===== src/rtl/multicycle_control_pkg.sv =====
// ---------------------------------------------------------------------------
// multicycle_control_pkg
// Shared definitions for the multicycle MIPS control unit (the mips_ctrl_defs
// set): state encodings, opcode constants, ALUOp / ALUSrcB / PCSource
// encodings and the packed control-word struct.
// ---------------------------------------------------------------------------
package multicycle_control_pkg;

  typedef enum logic [3:0] {
    ST_FETCH  = 4'd0,
    ST_DECODE = 4'd1,
    ST_MEMADR = 4'd2,
    ST_MEMRD  = 4'd3,
    ST_MEMWB  = 4'd4,
    ST_MEMWR  = 4'd5,
    ST_EXEC   = 4'd6,
    ST_ALUWB  = 4'd7,
    ST_BRANCH = 4'd8,
    ST_JUMP   = 4'd9,
    ST_ADDIEX = 4'd10,
    ST_ADDIWB = 4'd11
  } state_t;

  localparam logic [5:0] OP_RTYPE = 6'h00;
  localparam logic [5:0] OP_J     = 6'h02;
  localparam logic [5:0] OP_BEQ   = 6'h04;
  localparam logic [5:0] OP_ADDI  = 6'h08;
  localparam logic [5:0] OP_LW    = 6'h23;
  localparam logic [5:0] OP_SW    = 6'h2B;

  localparam logic [1:0] ALUOP_ADD   = 2'd0;
  localparam logic [1:0] ALUOP_SUB   = 2'd1;
  localparam logic [1:0] ALUOP_FUNCT = 2'd2;

  localparam logic [1:0] SRCB_REG      = 2'd0;
  localparam logic [1:0] SRCB_FOUR     = 2'd1;
  localparam logic [1:0] SRCB_SEXT     = 2'd2;
  localparam logic [1:0] SRCB_SEXT_SH2 = 2'd3;

  localparam logic [1:0] PCSRC_ALU    = 2'd0;
  localparam logic [1:0] PCSRC_ALUOUT = 2'd1;
  localparam logic [1:0] PCSRC_JUMP   = 2'd2;

  typedef struct packed {
    logic       pc_write;
    logic       pc_write_cond;
    logic       iord;
    logic       mem_read;
    logic       mem_write;
    logic       ir_write;
    logic       mem_to_reg;
    logic       reg_dst;
    logic       reg_write;
    logic       alu_src_a;
    logic [1:0] alu_src_b;
    logic [1:0] alu_op;
    logic [1:0] pc_source;
  } ctrl_t;

  // Selects parked at their FETCH values, every strobe low. Used while the
  // controller is held in reset.
  function automatic ctrl_t fetch_selects_idle();
    ctrl_t c;
    c           = '0;
    c.alu_src_b = SRCB_FOUR;
    c.alu_op    = ALUOP_ADD;
    c.pc_source = PCSRC_ALU;
    return c;
  endfunction

endpackage


===== src/rtl/multicycle_control_if.sv =====
// ---------------------------------------------------------------------------
// multicycle_control_if
// Bundle between the control FSM and the multicycle datapath.
//   master : controller side (reads Opcode/Zero, drives strobes and selects)
//   slave  : datapath side
// Parameters: OPW opcode width, STW state/debug width.
// ---------------------------------------------------------------------------
interface multicycle_control_if #(
  parameter int OPW = 6,
  parameter int STW = 4
);
  logic [OPW-1:0] Opcode;
  logic           Zero;
  logic           PCEn;
  logic           IorD;
  logic           MemRead;
  logic           MemWrite;
  logic           IRWrite;
  logic           MemtoReg;
  logic           RegDst;
  logic           RegWrite;
  logic           ALUSrcA;
  logic [1:0]     ALUSrcB;
  logic [1:0]     ALUOp;
  logic [1:0]     PCSource;
  logic           IllegalOp;
  logic [STW-1:0] State;

  modport master (
    input  Opcode, Zero,
    output PCEn, IorD, MemRead, MemWrite, IRWrite, MemtoReg, RegDst, RegWrite,
           ALUSrcA, ALUSrcB, ALUOp, PCSource, IllegalOp, State
  );

  modport slave (
    output Opcode, Zero,
    input  PCEn, IorD, MemRead, MemWrite, IRWrite, MemtoReg, RegDst, RegWrite,
           ALUSrcA, ALUSrcB, ALUOp, PCSource, IllegalOp, State
  );
endinterface


===== src/rtl/multicycle_control_output_decode.sv =====
// ---------------------------------------------------------------------------
// multicycle_control_output_decode (mc_output_decode)
// Purely combinational State -> control-word table of the Moore controller.
// Ports:
//   state : current FSM state
//   ctrl  : decoded selects/strobes (PCWrite/PCWriteCond still unmerged)
// Optional feature macro: MULTICYCLE_ADDI_EN (adds ADDIEX/ADDIWB rows).
// Unknown states, and ADDIEX/ADDIWB without the feature, decode to all zero.
// ---------------------------------------------------------------------------
module multicycle_control_output_decode
  import multicycle_control_pkg::*;
(
  input  state_t state,
  output ctrl_t  ctrl
);

  always_comb begin
    ctrl = '0;
    case (state)
      ST_FETCH: begin
        ctrl.mem_read  = 1'b1;
        ctrl.ir_write  = 1'b1;
        ctrl.alu_src_b = SRCB_FOUR;
        ctrl.alu_op    = ALUOP_ADD;
        ctrl.pc_source = PCSRC_ALU;
        ctrl.pc_write  = 1'b1;
      end
      ST_DECODE: begin
        // Branch target is precomputed here while the opcode is decoded.
        ctrl.alu_src_b = SRCB_SEXT_SH2;
        ctrl.alu_op    = ALUOP_ADD;
      end
      ST_MEMADR: begin
        ctrl.alu_src_a = 1'b1;
        ctrl.alu_src_b = SRCB_SEXT;
        ctrl.alu_op    = ALUOP_ADD;
      end
      ST_MEMRD: begin
        ctrl.mem_read = 1'b1;
        ctrl.iord     = 1'b1;
      end
      ST_MEMWB: begin
        ctrl.reg_write  = 1'b1;
        ctrl.mem_to_reg = 1'b1;
      end
      ST_MEMWR: begin
        ctrl.mem_write = 1'b1;
        ctrl.iord      = 1'b1;
      end
      ST_EXEC: begin
        ctrl.alu_src_a = 1'b1;
        ctrl.alu_src_b = SRCB_REG;
        ctrl.alu_op    = ALUOP_FUNCT;
      end
      ST_ALUWB: begin
        ctrl.reg_write = 1'b1;
        ctrl.reg_dst   = 1'b1;
      end
      ST_BRANCH: begin
        ctrl.alu_src_a     = 1'b1;
        ctrl.alu_src_b     = SRCB_REG;
        ctrl.alu_op        = ALUOP_SUB;
        ctrl.pc_source     = PCSRC_ALUOUT;
        ctrl.pc_write_cond = 1'b1;
      end
      ST_JUMP: begin
        ctrl.pc_source = PCSRC_JUMP;
        ctrl.pc_write  = 1'b1;
      end
`ifdef MULTICYCLE_ADDI_EN
      ST_ADDIEX: begin
        ctrl.alu_src_a = 1'b1;
        ctrl.alu_src_b = SRCB_SEXT;
        ctrl.alu_op    = ALUOP_ADD;
      end
      ST_ADDIWB: begin
        ctrl.reg_write = 1'b1;
      end
`endif
      default: ctrl = '0;
    endcase
  end

endmodule


===== src/rtl/multicycle_control.sv =====
// ---------------------------------------------------------------------------
// multicycle_control
// Moore FSM sequencing the multicycle MIPS datapath (PC, IR, ALU, register
// file, memory). Sole owner of the PC and memory write enables.
// Ports:
//   Clk    : rising-edge clock
//   Reset  : synchronous, active-high; forces FETCH from any state
//   bus    : multicycle_control_if.master
//            in  Opcode (IR[31:26]), Zero (ALU zero flag)
//            out PCEn, IorD, MemRead, MemWrite, IRWrite, MemtoReg, RegDst,
//                RegWrite, ALUSrcA, ALUSrcB, ALUOp, PCSource, IllegalOp, State
// Parameters: OPW opcode width, STW state debug width.
// Optional feature macro: MULTICYCLE_ADDI_EN (addi via ADDIEX/ADDIWB).
// ---------------------------------------------------------------------------
module multicycle_control
  import multicycle_control_pkg::*;
#(
  parameter int OPW = 6,
  parameter int STW = 4
) (
  input logic                  Clk,
  input logic                  Reset,
  multicycle_control_if.master bus
);

  state_t         state_reg;
  state_t         state_next;
  logic           illegal_op;
  logic [OPW-1:0] opcode;
  ctrl_t          decoded;
  ctrl_t          ctrl;

  assign opcode = bus.Opcode;

  always_ff @(posedge Clk) begin
    if (Reset) begin
      state_reg <= ST_FETCH;
    end else begin
      state_reg <= state_next;
    end
  end

  // Opcode is only looked at in DECODE and MEMADR; the IR holds it there.
  always_comb begin
    state_next = ST_FETCH;
    illegal_op = 1'b0;
    case (state_reg)
      ST_FETCH:  state_next = ST_DECODE;
      ST_DECODE: begin
        case (opcode)
          OP_LW, OP_SW: state_next = ST_MEMADR;
          OP_RTYPE:     state_next = ST_EXEC;
          OP_BEQ:       state_next = ST_BRANCH;
          OP_J:         state_next = ST_JUMP;
`ifdef MULTICYCLE_ADDI_EN
          OP_ADDI:      state_next = ST_ADDIEX;
`endif
          default: begin
            state_next = ST_FETCH;
            illegal_op = 1'b1;
          end
        endcase
      end
      ST_MEMADR: begin
        if (opcode == OP_LW) begin
          state_next = ST_MEMRD;
        end else if (opcode == OP_SW) begin
          state_next = ST_MEMWR;
        end else begin
          state_next = ST_FETCH;
        end
      end
      ST_MEMRD:  state_next = ST_MEMWB;
      ST_EXEC:   state_next = ST_ALUWB;
`ifdef MULTICYCLE_ADDI_EN
      ST_ADDIEX: state_next = ST_ADDIWB;
`endif
      // Terminal states and any unused encoding all return to FETCH.
      default:   state_next = ST_FETCH;
    endcase
  end

  multicycle_control_output_decode u_decode (
    .state (state_reg),
    .ctrl  (decoded)
  );

  // Reset overrides the table combinationally so no strobe fires on the
  // cycle reset is raised, even mid-instruction.
  always_comb begin
    if (Reset) begin
      ctrl = fetch_selects_idle();
    end else begin
      ctrl = decoded;
    end
  end

  assign bus.PCEn      = ctrl.pc_write | (ctrl.pc_write_cond & bus.Zero);
  assign bus.IorD      = ctrl.iord;
  assign bus.MemRead   = ctrl.mem_read;
  assign bus.MemWrite  = ctrl.mem_write;
  assign bus.IRWrite   = ctrl.ir_write;
  assign bus.MemtoReg  = ctrl.mem_to_reg;
  assign bus.RegDst    = ctrl.reg_dst;
  assign bus.RegWrite  = ctrl.reg_write;
  assign bus.ALUSrcA   = ctrl.alu_src_a;
  assign bus.ALUSrcB   = ctrl.alu_src_b;
  assign bus.ALUOp     = ctrl.alu_op;
  assign bus.PCSource  = ctrl.pc_source;
  assign bus.IllegalOp = illegal_op & ~Reset;
  assign bus.State     = STW'(state_reg);

endmodule


===== src/flat_wrapper.sv =====
// flat-port wrapper written by rule: the top's interface ports become plain ports
module multicycle_control_flat import multicycle_control_pkg::*;
#(
  parameter int OPW = 6,
  parameter int STW = 4
)
  (Clk, Reset, bus_Opcode, bus_Zero, bus_PCEn, bus_IorD, bus_MemRead, bus_MemWrite, bus_IRWrite, bus_MemtoReg, bus_RegDst, bus_RegWrite, bus_ALUSrcA, bus_ALUSrcB, bus_ALUOp, bus_PCSource, bus_IllegalOp, bus_State);
  multicycle_control_if #(.OPW(OPW), .STW(STW)) bus_i ();
  input logic Clk;
  input logic Reset;
  input wire logic [$bits(bus_i.Opcode)-1:0] bus_Opcode;
  input wire logic [$bits(bus_i.Zero)-1:0] bus_Zero;
  output wire logic [$bits(bus_i.PCEn)-1:0] bus_PCEn;
  output wire logic [$bits(bus_i.IorD)-1:0] bus_IorD;
  output wire logic [$bits(bus_i.MemRead)-1:0] bus_MemRead;
  output wire logic [$bits(bus_i.MemWrite)-1:0] bus_MemWrite;
  output wire logic [$bits(bus_i.IRWrite)-1:0] bus_IRWrite;
  output wire logic [$bits(bus_i.MemtoReg)-1:0] bus_MemtoReg;
  output wire logic [$bits(bus_i.RegDst)-1:0] bus_RegDst;
  output wire logic [$bits(bus_i.RegWrite)-1:0] bus_RegWrite;
  output wire logic [$bits(bus_i.ALUSrcA)-1:0] bus_ALUSrcA;
  output wire logic [$bits(bus_i.ALUSrcB)-1:0] bus_ALUSrcB;
  output wire logic [$bits(bus_i.ALUOp)-1:0] bus_ALUOp;
  output wire logic [$bits(bus_i.PCSource)-1:0] bus_PCSource;
  output wire logic [$bits(bus_i.IllegalOp)-1:0] bus_IllegalOp;
  output wire logic [$bits(bus_i.State)-1:0] bus_State;
  assign bus_i.Opcode = bus_Opcode;
  assign bus_i.Zero = bus_Zero;
  assign bus_PCEn = bus_i.PCEn;
  assign bus_IorD = bus_i.IorD;
  assign bus_MemRead = bus_i.MemRead;
  assign bus_MemWrite = bus_i.MemWrite;
  assign bus_IRWrite = bus_i.IRWrite;
  assign bus_MemtoReg = bus_i.MemtoReg;
  assign bus_RegDst = bus_i.RegDst;
  assign bus_RegWrite = bus_i.RegWrite;
  assign bus_ALUSrcA = bus_i.ALUSrcA;
  assign bus_ALUSrcB = bus_i.ALUSrcB;
  assign bus_ALUOp = bus_i.ALUOp;
  assign bus_PCSource = bus_i.PCSource;
  assign bus_IllegalOp = bus_i.IllegalOp;
  assign bus_State = bus_i.State;
  multicycle_control #(.OPW(OPW), .STW(STW)) u_core (.Clk(Clk), .Reset(Reset), .bus(bus_i));
endmodule

===== config.mk =====
export PLATFORM = sky130hd
export DESIGN_NAME = multicycle_control_flat
export DESIGN_NICKNAME = d
export VERILOG_FILES = /design/src/rtl/multicycle_control_pkg.sv /design/src/rtl/multicycle_control_if.sv /design/src/rtl/multicycle_control_output_decode.sv /design/src/rtl/multicycle_control.sv /design/src/flat_wrapper.sv
export SDC_FILE = /design/constraint.sdc
export NUM_CORES = 1
export LEC_CHECK = 0
export BUFFER_PORTS_ARGS = -buffer_cell sky130_fd_sc_hd__buf_2
export CAP_MARGIN = 10
export CORE_AREA = 8 8 45 47
export DETAILED_ROUTE_END_ITERATION = 16
export DIE_AREA = 0 0 53 55
export PLACE_DENSITY = 0.62
export SLEW_MARGIN = 10
export SYNTH_ARGS = -nofsm -noshare
export SYNTH_HDL_FRONTEND = slang
export SYNTH_SLANG_ARGS = --single-unit
export TNS_END_PERCENT = 100

===== constraint.sdc =====
create_clock -name Clk -period 2.4 [get_ports Clk]
set_clock_uncertainty 0.05 [all_clocks]
set_input_delay 0.12 -clock Clk [delete_from_list [all_inputs] [get_ports Clk]]
set_output_delay 0.12 -clock Clk [all_outputs]
set_load 0.02 [all_outputs]

==> impl_metrics.ini, run 1 <==
[grt]
grt_pass1_vias = 515
grt_overflow_total = 0
grt_pass1_wl_um = 2220
antenna_found_initial = 0
grt_max_degree = 18
grt_usage_pct = 9.56

[yosys]
synthCells = 63
async_flop_share_pct = 0
synth.area.top_cells = dfxtp_1 (20%), nor3_1 (12%), nor2_1 (9.3%), a21oi_1 (8.7%), nand2b_1 (7.7%)
synth_area_um2 = 404
synth_nets = 72
synth.largest_area_cell = dfxtp_1
synth_ff_type = dfxtp_1
ys_ff_latch = 4
synth_edf_count = 0
synth_top_area_share_pct = 19.8
ys_warn_count = 0
yosysUniqueCellTypes = 23
synth_commonest_cells = nor2_1 (10), nor3_1 (10), a21oi_1 (7), nand2_1 (5), nand2b_1 (5)
syn_area_per_cell_um2 = 6.41
synth_seq_area_share_pct = 19.8

[detailed_routing]
num_vias = 559
drc_errors = 0
drt_iter0_drc = 5
wl_um = 1330
ant_nets = 0
wire_per_inst_um = 12.6
routed_via_density = 5.27
drt_pre_antenna_iters = 4

[sta]
finalSetupViolCount = 0
period_needed_ns = 1.78
hold_viol_final = 0
rsz0062_at_grt = no
finalSetupTns_ns = 0
fin_crit_sh_pct = 74.1
fmax_ghz = 0.563
maxSlewViolCount = 0
slew_headroom_pct = 64.0
tightest_slew_ns = 0.536

[finish]
layout.nets = 101
num-fill-cells = 171
area_delta_synth_final_pct = 40.2
drive_above_1_share_pct = 38.9
largest_register_ff_count = 4
fin_util_pct = 41.0
diodes = 0

[floorplan]
fp.dieW_um = 53
core-area_mm2 = 0.00138
boundaryPins = 29
core.rowCount = 14
die_h_um = 55
die_area_mm2 = 0.00292
initial_core_util_pct = 29.2

[clock_tree]
cts_buffer_depth = 2
post_cts_buffers = 0
h-tree-depth = 1
cts_hold_buf = 0
cts_resized = 0
cts_root_buf = clkbuf_4
insertion_delay_ns = 0.23
cts_buffers = 3
clk_pin_slew_worst_paths_ns = 0.04
cts_tree = built
cts_num_sinks = 4

[power_and_ir_drop]
pwr_density_cell_mw_per_mm2 = 363
p_leak_nw = 0.260
ir_worst_vdd_uv = 221

[outcome]
status = completed

[worst_setup_path]
cp_data_arrival_time_ns = 1.61
crit_path_end_kind = primary output
critPathKind = flip-flop to primary output
critPathLaunchType = flip-flop
worst-r2r-setup-slack_ns = 0.95
cp_max_fo = 16
worstPathRequired_ns = 2.23

[placement]
portBuffers = 28
gp_congestion = 0.846
post-dp-hpwl_um = 1050

[min_path]
hp-class = input port to flip-flop

[flow_run]
maxCapViolCount = 0
[area by class of cell]
type	instances	area (um^2)	share of cell area, %
Multi-Input combinational cell	54	300	53.0
Inverter	1	3.75	0.662
Sequential cell	4	80.1	14.1
Tap cell	16	20.0	3.53
Timing Repair Buffer	28	140	24.7
Clock buffer	3	22.5	3.97
[stage by stage]
| stage | instances | hold WS, ns | power (mW) | setup WS, ns | instance area [um^2] |
|---|---|---|---|---|---|
| after floorplan | 63 | 0.144 | 0.106 | 0.585 | 404 |
| after global placement | 103 | 0.346 | 0.129 | 0.852 | 544 |
| after detailed placement | 103 | 0.346 | 0.129 | 0.866 | 544 |
| after CTS | 106 | 0.105 | 0.210 | 0.609 | 567 |
| after global routing | 106 | 0.107 | 0.221 | 0.472 | 567 |
| final | 106 | 0.111 | 0.206 | 0.622 | 567 |
[cell usage in the layout, fill, tap and decap left out, types with 2 or more instances in the layout]
| cell | instances |
|---|---|
| buf_2 | 28 |
| nor2_1 | 10 |
| nor3_1 | 10 |
| a21oi_1 | 7 |
| nand2b_1 | 5 |
| nand2_1 | 5 |
| dfxtp_1 | 4 |
| clkbuf_4 | 3 |
| or3_1 | 2 |
| nand3_1 | 2 |
| nor4_1 | 2 |
| nor4_2 | 2 |
[layer usage]
layer  global-route usage, %  vias to the layer above  wire [um]
met3                    2.67                        0        144
met2                    14.6                       23        591
met1                    12.3                      248        595
met4                    3.88                        0          0
met5                       0                        -          0
li1                        -                      288          -
[critical path, stage by stage, from the launching register on]
cell      delay, ns
dfxtp_1        0.60
nand2b_1       0.27
nor4_1         0.30
buf_2          0.21
[report_power, final]
| part | leakage [nW] | switching, mW | total (mW) | internal [mW] |
|---|---|---|---|---|
| Combinational | 0.214 | 0.0328 | 0.0530 | 0.0202 |
| Clock | 0.0138 | 0.0224 | 0.0779 | 0.0555 |
| Sequential | 0.0326 | 0.00602 | 0.0746 | 0.0686 |
[cells by family (layout without fill, tap and decap cells)]
family                    Yosys count  count (layout)  share of synthesized area, %
and+or+nand+nor                    40              40                          53.3
DFF                                 4               4                          19.8
AOI/OAI and AO/OA                  13              13                          18.9
xor gates and xnor gates            1               1                          2.17
buffers and inverters               5              32                          5.88
[worst paths after layout]
kind                                     startpoint                  end  cells after the start
worst min register to register  u_core.bus.State[3]  u_core.bus.State[2]                      1
worst min-delay path                          Reset  u_core.bus.State[2]                      2
worst max register to register  u_core.bus.State[1]  u_core.bus.State[1]                      4
worst max-delay path            u_core.bus.State[0]        bus_IllegalOp                      3
(Power assumes the default switching activity.)
==> run 2, diff against run 1 <==
- clock period: 2.4 -> 1.8 ns (I/O delays scaled with it)
==> run 2 against run 1 <==
Net effect: critical endpoint is now bus_PCSource[0]; utilization rose by 2.5 points; first-iteration DRC count rose by 100%; largest power group unchanged; global-route usage shrank 0.11 points; power is 39% higher; clock-buffer cell count is the same; via count unchanged; die area unchanged; clock power is 40% higher; setup slack got worse by 0.50 ns; critical path depth rose by 1.
==> impl_metrics.ini, run 2 (synthesis gave the netlist of run 1 again) <==
[outcome]
status = completed

[power_and_ir_drop]
p_leak_nw = 0.281
ir_worst_vdd_uv = 232
pwr_density_cell_mw_per_mm2 = 476

[clock_tree]
cts_buffers = 3
insertion_delay_ns = 0.23
cts_root_buf = clkbuf_4
cts_hold_buf = 0
cts_num_sinks = 4
h-tree-depth = 1
cts_tree = built
cts_buffer_depth = 2
clk_pin_slew_worst_paths_ns = 0.04

[detailed_routing]
num_vias = 559
drt_iter0_drc = 10
wire_per_inst_um = 12.5
ant_nets = 0
routed_via_density = 5.08
drc_errors = 0
wl_um = 1380
drt_pre_antenna_iters = 4

[sta]
hold_viol_final = 0
finalSetupTns_ns = 0
fmax_ghz = 0.597
rsz0062_at_grt = no
maxSlewViolCount = 0
timing.hold.ws_ns = 0.0788
slew_headroom_pct = 61.8
finalSetupViolCount = 0
fin_crit_sh_pct = 93.1
tightest_slew_ns = 0.569
period_needed_ns = 1.68
final.setup.worst_slack_ns = 0.125

[finish]
layout.nets = 105
fin_util_pct = 43.5
final_common_cell = buf_2
num-fill-cells = 160
largest_register_ff_count = 4
mostFrequentLayoutCells = buf_2 (28), nor2_1 (10), nor3_1 (10)
diodes = 0
drive_above_1_share_pct = 42.6
area_delta_synth_final_pct = 48.9

[floorplan]
fp.dieW_um = 53
core.rowCount = 14
die_area_mm2 = 0.00292
die_h_um = 55
boundaryPins = 29
initial_core_util_pct = 29.2
core-area_mm2 = 0.00138

[worst_setup_path]
critical_path_buf_inv_count = 2
worstPathRequired_ns = 1.66
cp_slowest_cell = or3_1
critPathKind = flip-flop to primary output
worst_path_largest_cell_delay_ns = 0.42
cp_max_fo = 6
cp_data_arrival_time_ns = 1.54
critPathLaunchType = flip-flop
crit_path_end_kind = primary output
cp_top_family = simple AND/OR/NAND/NOR gates
crit_chain = inv_1, or3_1, nor3_1, buf_2

[placement]
place_ws_ns = 0.357
portBuffers = 28
gp_congestion = 0.751
post-dp-hpwl_um = 1110

[grt]
grt_overflow_total = 0
grt_pass1_vias = 510
antenna_found_initial = 0
grt_usage_pct = 9.45
grt_max_degree = 13
grt_pass1_wl_um = 2140

[min_path]
hp-class = input port to flip-flop

[flow_run]
maxCapViolCount = 0
[run 2: cell types whose count changed in the layout (fill, tap and decap cells not counted), sizes merged]
cell  delta
buf      +4
[run 2: final timing paths]
| check | from | to | slack [ns] | cells past startpoint |
|---|---|---|---|---|
| hold / removal | Reset | u_core.bus.State[2] | 0.08 | 2 |
| setup / recovery | u_core.bus.State[3] | bus_PCSource[0] | 0.12 | 4 |
| hold reg to reg | u_core.bus.State[1] | u_core.bus.State[0] | 0.49 | 1 |
| setup reg to reg | u_core.bus.State[1] | u_core.bus.State[1] | 0.60 | 5 |
[run 2: routing by layer]
| metal | track usage [%] | share of wire (%) | vias up |
|---|---|---|---|
| met5 | 0 | 0 | - |
| met4 | 5.17 | 0 | 0 |
| met3 | 2.41 | 8.8 | 0 |
| met2 | 15.4 | 46 | 21 |
| met1 | 11.1 | 45 | 249 |
| li1 | - | - | 289 |
[run 2: repair_timing]
| action | 4_1_cts | 5_1_grt |
|---|---|---|
| resized for setup | 0 | 1 |
| setup endpoints to repair | 0 | 1 |
| setup buffers | 0 | 0 |
[run 2: metrics by stage]
step | power, mW | cells | cell area, um^2
4_1_cts | 0.289 | 110 | 597
6_report | 0.286 | 110 | 602
2_1_floorplan | 0.142 | 63 | 404
3_5_place_dp | 0.178 | 107 | 574
5_1_grt | 0.302 | 110 | 602
3_3_place_gp | 0.178 | 107 | 574
[run 2: power breakdown]
group | switching (mW) | total (mW) | internal, mW
logic | 0.0494 | 0.0821 | 0.0327
clock network | 0.0343 | 0.109 | 0.0744
registers | 0.00409 | 0.0955 | 0.0914
total | 0.0878 | 0.286 | 0.199
[run 2: layout make-up]
type / count / area, um^2 / share of cell area [%]
clock buffers: 3 / 22.5 / 3.74
repair buffers: 32 / 170 / 28.3
multi-input cells: 54 / 305 / 50.7
inverters: 1 / 3.75 / 0.624
well taps: 16 / 20.0 / 3.33
flip-flops and latches: 4 / 80.1 / 13.3
